<file path="src/rtl/red_pkg.sv">
// Shared constants and parameter helpers for the Barrett modular reducers.
package red_pkg;

  localparam int unsigned KYBER_Q     = 3329;
  localparam int unsigned DILITHIUM_Q = 8380417;

  // floor(2^k / q); k may reach 46 for Dilithium, so work in 64 bits.
  function automatic longint unsigned barrett_m(input int unsigned q, input int unsigned k);
    return (64'd1 << k) / 64'(q);
  endfunction

  function automatic int unsigned red_w(input int unsigned q);
    return $clog2(q);
  endfunction

  function automatic int unsigned red_k(input int unsigned q);
    return 2 * $clog2(q);
  endfunction

endpackage

</file>
<file path="src/rtl/red_barrett_pipe_cond_sub_q.sv">
// Single conditional subtract of the modulus: y = (a >= Q) ? a - Q : a.
module cond_sub_q #(
  parameter int unsigned Q = 3329,
  parameter int unsigned W = 12
) (
  input  logic [W+1:0] a,
  output logic [W+1:0] y
);

  localparam logic [W+1:0] QX = (W+2)'(Q);

  always_comb begin
    y = a;
    if (a >= QX) begin
      y = a - QX;
    end
  end

endmodule

</file>
<file path="src/rtl/red_barrett_pipe.sv">
// Three-stage pipelined Barrett reducer with valid/ready handshake and sideband tag.
module red_barrett_pipe
  import red_pkg::*;
#(
  parameter int unsigned Q     = KYBER_Q,
  parameter int unsigned W     = red_w(Q),
  parameter int unsigned K     = 2 * W,
  parameter int unsigned TAG_W = 4
) (
  input  logic             clk,
  input  logic             rst_n,
  input  logic             in_valid,
  output logic             in_ready,
  input  logic [K-1:0]     in_data,
  input  logic [TAG_W-1:0] in_tag,
  output logic             out_valid,
  input  logic             out_ready,
  output logic [W-1:0]     out_data,
  output logic [TAG_W-1:0] out_tag
);

  localparam int unsigned  PW = K + W + 1;
  localparam logic [W:0]   M  = (W+1)'(barrett_m(Q, K));
  localparam logic [K-1:0] QK = K'(Q);

  logic             v1_q, v2_q, v3_q;
  logic             adv1, adv2, adv3;
  logic [K-1:0]     x1_q;
  logic [PW-1:0]    p1_d, p1_q;
  logic [TAG_W-1:0] tag1_q, tag2_q, tag3_q;
  logic [W:0]       qe;
  logic [K-1:0]     qq;
  logic [W+1:0]     r2_d, r2_q;
  logic [W+1:0]     r1, r0;
  logic [W-1:0]     out_d, out_q;

  // A stage may load when it is empty or its successor is moving on.
  always_comb begin
    adv3 = !v3_q || out_ready;
    adv2 = !v2_q || adv3;
    adv1 = !v1_q || adv2;
  end

  assign in_ready = adv1;

  assign p1_d = PW'(in_data) * PW'(M);
  assign qe   = (W+1)'(p1_q >> K);
  assign qq   = K'(qe) * QK;
  // True difference lies in [0, 3Q), so the low W+2 bits are exact.
  assign r2_d = (W+2)'(x1_q - qq);

  cond_sub_q #(.Q(Q), .W(W)) u_sub0 (.a(r2_q), .y(r1));
  cond_sub_q #(.Q(Q), .W(W)) u_sub1 (.a(r1),   .y(r0));

  assign out_d = W'(r0);

  always_ff @(posedge clk) begin
    if (!rst_n) begin
      v1_q   <= 1'b0;
      v2_q   <= 1'b0;
      v3_q   <= 1'b0;
      x1_q   <= '0;
      p1_q   <= '0;
      tag1_q <= '0;
      r2_q   <= '0;
      tag2_q <= '0;
      out_q  <= '0;
      tag3_q <= '0;
    end else begin
      if (adv1) begin
        v1_q <= in_valid;
        if (in_valid) begin
          x1_q   <= in_data;
          p1_q   <= p1_d;
          tag1_q <= in_tag;
        end
      end
      if (adv2) begin
        v2_q <= v1_q;
        if (v1_q) begin
          r2_q   <= r2_d;
          tag2_q <= tag1_q;
        end
      end
      if (adv3) begin
        v3_q <= v2_q;
        if (v2_q) begin
          out_q  <= out_d;
          tag3_q <= tag2_q;
        end
      end
    end
  end

  assign out_valid = v3_q;
  assign out_data  = out_q;
  assign out_tag   = tag3_q;

endmodule
</file>
<file path="config.mk">
export PLATFORM = sky130hd
export DESIGN_NAME = red_barrett_pipe
export DESIGN_NICKNAME = d
export VERILOG_FILES = /design/src/rtl/red_pkg.sv /design/src/rtl/red_barrett_pipe_cond_sub_q.sv /design/src/rtl/red_barrett_pipe.sv
export SDC_FILE = /design/constraint.sdc
export NUM_CORES = 1
export LEC_CHECK = 0
export CORE_AREA = 2 2 158 160
export DETAILED_ROUTE_END_ITERATION = 7
export DIE_AREA = 0 0 160 162
export PLACE_DENSITY = 0.62
export SKIP_LAST_GASP = 1
export SLEW_MARGIN = 20
export SYNTH_ARGS = -nofsm -noshare
export SYNTH_HDL_FRONTEND = slang
export SYNTH_SLANG_ARGS = --single-unit
</file>
<file path="constraint.sdc">
create_clock -name clk -period 11.5 [get_ports clk]
set_clock_uncertainty 0.15 [all_clocks]
set_input_delay 1.725 -clock clk [delete_from_list [all_inputs] [get_ports clk]]
set_output_delay 1.725 -clock clk [all_outputs]
set_load 0.02 [all_outputs]
</file>
## Word level (Yosys, flattened, before mapping)

Cells that the tools add are included.

- Bits in registers: 92
- Output and inout bits: 18
- Word-level logic and storage cells: 28

- Add/sub/neg operators: 3
- $lt $le $gt $ge: 2
- $mul: 2
- Reduce and logical (&&, ||, !) cells: 9
- Mux-type cells: 2

Operators by type and width:

| cell | count |
|---|---|
| multiplier 24 x 13 -> 37 bit, second input constant | 1 |
| greater-or-equal comparator 14 x 12 -> 1 bit, second input constant | 2 |
| multiplier 13 x 12 -> 14 bit, second input constant | 1 |
| 2-to-1 mux 14 bit | 1 |
| subtractor 14 x 12 -> 14 bit, second input constant | 1 |
| subtractor 14 bit | 1 |
| 2-to-1 mux 12 bit | 1 |
| subtractor 12 bit, second input constant | 1 |
| AND reduction 2 bit | 3 |
| logical NOT 1 bit | 3 |
| logical OR 1 bit | 3 |

## Depth between registers and ports, before layout

Gate-level depths: netlist (run 1).

- Depth in word-level cells: 5
- Gate-level depth with buffers: 21
- Mapped depth without buffers: 21

## Modules after synthesis

A second synthesis (run 1) with hierarchy kept.

- Cell total of the unflattened synthesis: 1065
- Area total of the unflattened synthesis: 9909.5 µm²

Modules (own cells, without submodules):

| module | times used | area an instance (µm²) | cells an instance |
|---|---|---|---|
| red_barrett_pipe | 1 | 8943.6 | 931 |
| cond_sub_q | 2 | 483.0 | 67 |

## Least setup slack after synthesis (run 1)

OpenSTA, ideal clock, no wires.

- Path type: input-to-reg
- Start point: input in_data[9]
- End point: register p1_q[36]
- Arrival time: 6.348 ns
- Required time: 11.263 ns
- Library setup time: 0.087 ns
- Setup slack: 4.915 ns
- Stages: 15
- Cell sequence: fa_1 fa_1 fa_1 fa_1 fa_1 ha_1 a211oi_1 nand2_1 a2111oi_0 o221ai_1 a41oi_1 o21a_1 o221ai_1 and2_1 o31ai_1

- Cells in the longest elaborated chain, start to end: 1

Ends and longest elaborated chain:

| element | line | RTL |
|---|---|---|
| start, declared | red_barrett_pipe.sv:14 | `input logic [K-1:0] in_data,` |
| multiplier 24 x 13 -> 37 bit | red_barrett_pipe.sv:46 | `assign p1_d = PW'(in_data) * PW'(M);` |
| end signal, assigned | red_barrett_pipe.sv:74 | `p1_q <= p1_d;` |
| end, declared | red_barrett_pipe.sv:29 | `logic [PW-1:0] p1_d, p1_q;` |

Every way passes these cells.
A chain may end at the register's enable or synchronous reset.

## Worst setup path after layout (run 1)

- Start point: input in_data[9]
- End point: register p1_q[35]

Same word-level chain as after synthesis.

==> flow_summary.ini, run 1 <==
[finish]
n_fill_cell = 2388
final_nets = 1398
regArea_um2 = 1360
fin_cells = 1394
syn_to_final_growth_pct = 12.1
multiInputGateArea_um2 = 7440
drive_above_1_share_pct = 3.27
antenna_cells = 0

[floorplanning]
num_rows = 57
die_h_um = 162
dieArea_um2 = 25900
ios = 50
core_um2 = 24100
start_util_pct = 39.7
die_w_um = 160

[route]
via_count = 6880
drtPass1Iterations = 4
via_per_inst = 4.94
routed_wl_um = 19700
remaining_drc_errors = 0
detail-route-antenna-nets = 0
drt_iter0_drc = 230
wire_per_inst_um = 14.1

[synthesis]
synth_edf_count = 0
ys_top_cells_by_area = fa_1 (28%), ha_1 (22%), dfxtp_1 (14%)
synthFlopType = dfxtp_1
yosys-top-cells-count = inv_1 (181), ha_1 (165), fa_1 (136)
synth.largest_area_cell = fa_1
ys_seq_area_share_pct = 14.2
ys_types = 69
synthArstFlopShare_pct = 0
synthCells = 1025
yosysMostFrequentCell = inv_1
syn_nets = 1358
avgSynthCellArea_um2 = 9.33
synth_seq_cells = 68
syn_area_um2 = 9570
synth.top_cell.area_share_pct = 28.5
yosys_warnings = 0

[placement]
place_congestion = 0.854
dp_slack_ns = 3.53
hpwl_um = 16700
placed_cells = 1378
port_buffers = 49

[sta]
rsz0062_at_grt = no
slew_headroom_pct = 52.9
setup_ws_ns = 3.87
hold_viol_final = 0
setup_tns_ns = 0
setup_violations = 0
slew_viol_final = 0
finalCriticalPeriod_ns = 7.63
timing.fmax_ghz = 0.131
fin_crit_sh_pct = 66.3
worst_pin_slew_ns = 0.705

[clocking]
htree_levels = 3
clock_sinks = 68
cts_tree = yes
cts_setup_buffers = 0
max-clock-path-buffers = 2
cts_hold_buf = 0
clkTransAtPathRegs_ns = 0.06
clock_latency_ns = 0.34
cts_buffers = 9
clockRootBuffer = clkbuf_16
cts_resized = 0

[power_and_ir_drop]
p_int_w = 0.00151
ir_worst_vdd_uv = 181
p_sw_w = 0.00145
seqPwrFrac_pct = 10.6
p_sw_share_pct = 49.0
totalPowerFinal_w = 0.00296
power_frac_clock_pct = 10.0
p_comb_share_pct = 79.3
power_density_nw_per_um2 = 276
cellLeakagePower_nw = 5.03

[grt]
grtUsageTotal_pct = 16.7
grt_max_degree = 51
grt_pass1_wl_um = 35400
antenna_found_initial = 0
grt-ovfl-total = 0
grt_pass1_vias = 7286

[critical_path]
slowest_delay_ns = 0.70
end_kind = register
start_kind = primary input
cp_common_cell = fa_1
cp_data_arrival_time_ns = 7.72
worstSetupPathType = in -> reg
cp_max_fo = 7
path_cells = clkdlybuf4s50_1, fa_1, fa_1, fa_1, fa_1, fa_1, ha_1, a211oi_1, nand2_1, a2111oi_0, o221ai_1, a41oi_1, o21ai_0, nand3_1, a211oi_1, a311oi_1
r2r_slack_ns = 6.84
cp_slowest_cell = fa_1
worstPathRequired_ns = 11.60

[flow_run]
maxCapViolCount = 0

[worst_hold_path]
hold_path.class = reg -> reg

[status]
status = finished, final reports clean
layer usage:
metal	up-vias	global-route usage (%)	routed length, um
li1	3474	-	-
met1	3325	21.7	9190
met2	63	29.2	9790
met3	18	2.55	377
met4	0	4.46	294
met5	-	0	0
through the flow:
| step | hold WS (ns) | area, um^2 | util [%] |
|---|---|---|---|
| 3_5_place_dp | 0.288 | 10400 | 43.2 |
| 4_1_cts | 0.295 | 10700 | 44.5 |
| 2_1_floorplan | 0.282 | 9570 | - |
| 5_1_grt | 0.324 | 10700 | 44.5 |
| 6_report | 0.290 | 10700 | 44.5 |
| 3_3_place_gp | 0.285 | 10400 | 43.2 |
state kept, by name, indices dropped and copies added (netlist names):
register / count
out_tag: 4
x1_q: 14
out_valid: 1
p1_q: 13
r2_q: 14
out_data: 12
v2_q: 1
v1_q: 1
tag2_q: 4
tag1_q: 4
critical path: cells and delay by family:
kind	cells	cell delay, ns
AOI/OAI and AO/OA	7	2.15
and+or+nand+nor	2	0.24
buffers and inverters	1	0.67
adders and majority gates	6	2.94
cell families (layout without fill, tap and decap cells):
family / count (synthesis) / count (layout) / synth area share [%]
buffers and inverters: 206 / 251 / 8.11
multiplexers: 2 / 2 / 0.222
AND/OR/NAND/NOR: 224 / 224 / 10.8
adder cells (fa/ha/maj): 301 / 301 / 50.0
XOR/XNOR: 41 / 41 / 3.75
flip-flops: 68 / 68 / 14.2
AO/OA/AOI/OAI: 183 / 183 / 12.8
path summary, 6_finish.rpt:
path / startpoint / endpoint / cells after the start
worst max-delay path: in_data[9] / p1_q[35]$_SDFFE_PN0P_ / 16
worst min-delay path: out_data[11]$_SDFFE_PN0P_ / out_data[11]$_SDFFE_PN0P_ / 2
worst max register to register: x1_q[3]$_SDFFE_PN0P_ / r2_q[12]$_SDFFE_PN0P_ / 16
worst min register to register: out_data[11]$_SDFFE_PN0P_ / out_data[11]$_SDFFE_PN0P_ / 2
power by group through the flow:
stage	logic [W]	registers (W)	clock network [W]
final	0.00235	0.000315	0.000298
after global routing	0.00275	0.000322	0.000317
after CTS	0.00237	0.000315	0.000304
after detailed placement	0.00235	0.000320	0
after global placement	0.00233	0.000319	0
after floorplan	0.00187	0.000309	0
layout make-up:
type / instances / area share [%]
Clock buffer: 12 / 2.30
Clock inverter: 4 / 0.677
Inverter: 182 / 6.37
Multi-Input combinational cell: 751 / 69.3
Sequential cell: 68 / 12.7
Tap cell: 324 / 3.78
Timing Repair Buffer: 53 / 4.85
layout by cell type (no fill, tap or decap), drive strengths merged, types with 7 or more instances in the layout:
master	instances
o21ai	24
inv	181
a21o	20
a211oi	11
and2	7
nand3	19
dfxtp	68
clkdlybuf4s50	49
xor2	17
clkbuf	12
a21oi	65
ha	165
nand4	14
nand2	111
xnor2	24
o21a	8
fa	136
nor2	36
No activity file was read; power rests on OpenSTA's default activity.
==> run 2, diff against run 1 <==
==> constraint.sdc (replaced) <==
create_clock -name clk -period 7.9 [get_ports clk]
set_clock_uncertainty 0.15 [all_clocks]
set_input_delay 1.185 -clock clk [delete_from_list [all_inputs] [get_ports clk]]
set_output_delay 1.185 -clock clk [all_outputs]
set_load 0.02 [all_outputs]
==> run 2 against run 1 <==
  * Die area unchanged
  * Cell count about the same
  * Sequential cell count unchanged
  * Sequential power increased by 46%
  * Utilization increased by 0.052 points
  * Register-to-register slack got worse by 3.6 ns
  * Via count increased by 0.31%
  * Non-clock buffer count increased by 1
  * Largest cell class unchanged
  * Highest routed layer unchanged
==> flow_summary.ini, run 2 (synthesis results as in run 1) <==
[clocking]
max-clock-path-buffers = 2
cts_tree = yes
clock_latency_ns = 0.34
cts_buffers = 9
cts_resized = 0
cts_setup_buffers = 0
clockRootBuffer = clkbuf_16
htree_levels = 3
clock_sinks = 68
cts_hold_buf = 0
clkTransAtPathRegs_ns = 0.06

[critical_path]
worstReg2RegEnd = r2_q[12]$_SDFFE_PN0P_
end_kind = register
r2r_slack_ns = 3.20
start_kind = primary input
r2r-start = x1_q[3]$_SDFFE_PN0P_
critPathCapture = p1_q[36]$_SDFFE_PN0P_
cp_data_arrival_time_ns = 7.22
critPathLaunch = in_data[10]
worstPathRequired_ns = 8.01
ff2ff_path_depth = 16
worstSetupPathType = in -> reg
cp_max_fo = 7

[finish]
n_fill_cell = 2389
syn_to_final_growth_pct = 12.2
drive_above_1_share_pct = 3.55
reg_top3 = r2_q x14, x1_q x14, p1_q x13
final_common_cell = inv_1
final_cell_area_um2 = 10700
antenna_cells = 0
fin_cells = 1395
final_cell_mix = inv_1 (181), ha_1 (165), fa_1 (136)
final_nets = 1399

[sta]
setup_violations = 0
setup_tns_ns = 0
slew_viol_final = 0
timing.fmax_ghz = 0.141
fin_crit_sh_pct = 90.0
slew_headroom_pct = 53.3
worst_pin_slew_ns = 0.699
rsz0062_at_grt = no
finalCriticalPeriod_ns = 7.11
hold_viol_final = 0

[floorplanning]
die_h_um = 162
die_w_um = 160
num_rows = 57
dieArea_um2 = 25900
core_um2 = 24100
start_util_pct = 39.7
ios = 50

[worst_hold_path]
hold_path.class = reg -> reg
whs_path_depth = 2

[placement]
place_congestion = 0.885
placed_cells = 1379
place_area_um2 = 10400
hpwl_um = 16600
port_buffers = 49

[grt]
grt-ovfl-total = 0
grt_pass1_vias = 7253
grt_pass1_wl_um = 35200
antenna_found_initial = 0
grtUsageTotal_pct = 16.7
grt_max_degree = 51

[route]
wire_per_inst_um = 14.1
drt_iter0_drc = 254
routed_wl_um = 19600
via_count = 6901
remaining_drc_errors = 0
via_per_inst = 4.95
drtPass1Iterations = 5
detail-route-antenna-nets = 0

[power_and_ir_drop]
power_density_nw_per_um2 = 403
ir_worst_vdd_uv = 301
cellLeakagePower_nw = 5.04

[flow_run]
maxCapViolCount = 0

[status]
status = finished, final reports clean
==> run 2: changes by cell type in the layout (fill, tap and decap cells not counted), sizes merged <==
cell and change:
inv +1, clkbuf -3, buf +1, clkinv +2
==> run 2: per-stage QoR <==
| stage | hold WS (ns) | worst slack [ns] | util (%) | total power (W) |
|---|---|---|---|---|
| 2_1_floorplan | 0.282 | 1.85 | - | 0.00318 |
| 3_3_place_gp | 0.284 | 0.548 | 43.2 | 0.00386 |
| 3_5_place_dp | 0.293 | 0.401 | 43.2 | 0.00391 |
| 4_1_cts | 0.299 | 0.762 | 44.6 | 0.00439 |
| 5_1_grt | 0.320 | 0.341 | 44.6 | 0.00495 |
| 6_report | 0.293 | 0.789 | 44.6 | 0.00433 |
==> run 2: how the worst min path moves through the flow <==
stage	start	to
final	out_data[3]$_SDFFE_PN0P_	out_data[3]$_SDFFE_PN0P_
after global routing	out_data[11]$_SDFFE_PN0P_	out_data[11]$_SDFFE_PN0P_
after CTS	out_data[3]$_SDFFE_PN0P_	out_data[3]$_SDFFE_PN0P_
after detailed placement	out_data[5]$_SDFFE_PN0P_	out_data[5]$_SDFFE_PN0P_
after global placement	out_data[11]$_SDFFE_PN0P_	out_data[11]$_SDFFE_PN0P_
after floorplan	tag1_q[0]$_SDFFE_PN0P_	tag2_q[0]$_SDFFE_PN0P_
==> run 2: worst max-delay path, stage by stage <==
cell and delay, ns:
clkdlybuf4s50_1 0.76, fa_1 0.54, fa_1 0.50, fa_1 0.53
fa_1 0.44, fa_1 0.49, ha_1 0.32, a211oi_1 0.22
nand2_1 0.09, a2111oi_0 0.62, o221ai_1 0.34, a41oi_1 0.49
o21a_1 0.22, o221ai_1 0.11, and2_1 0.17, o31ai_1 0.20
==> run 2: area by class of cell <==
class | instances | area (um^2) | share of cell area, %
clock inverter | 7 | 98.8 | 0.920
clock buffer | 9 | 225 | 2.10
tap | 324 | 405 | 3.77
multi-input combinational | 751 | 7440 | 69.3
timing repair buffer | 54 | 528 | 4.92
sequential | 68 | 1360 | 12.7
inverter | 182 | 683 | 6.36
==> run 2: power breakdown <==
group	total, W	leakage (nW)	switching [W]	internal, W
clock network	0.000440	0.156	0.000163	0.000278
registers	0.000459	0.557	0.0000599	0.000399
logic	0.00343	4.33	0.00191	0.00152
==> run 2: layer usage <==
metal	global-route usage [%]	routed length (um)
met5	0	0
met4	4.34	347
met3	1.94	444
met2	29.5	9750
met1	21.8	9090
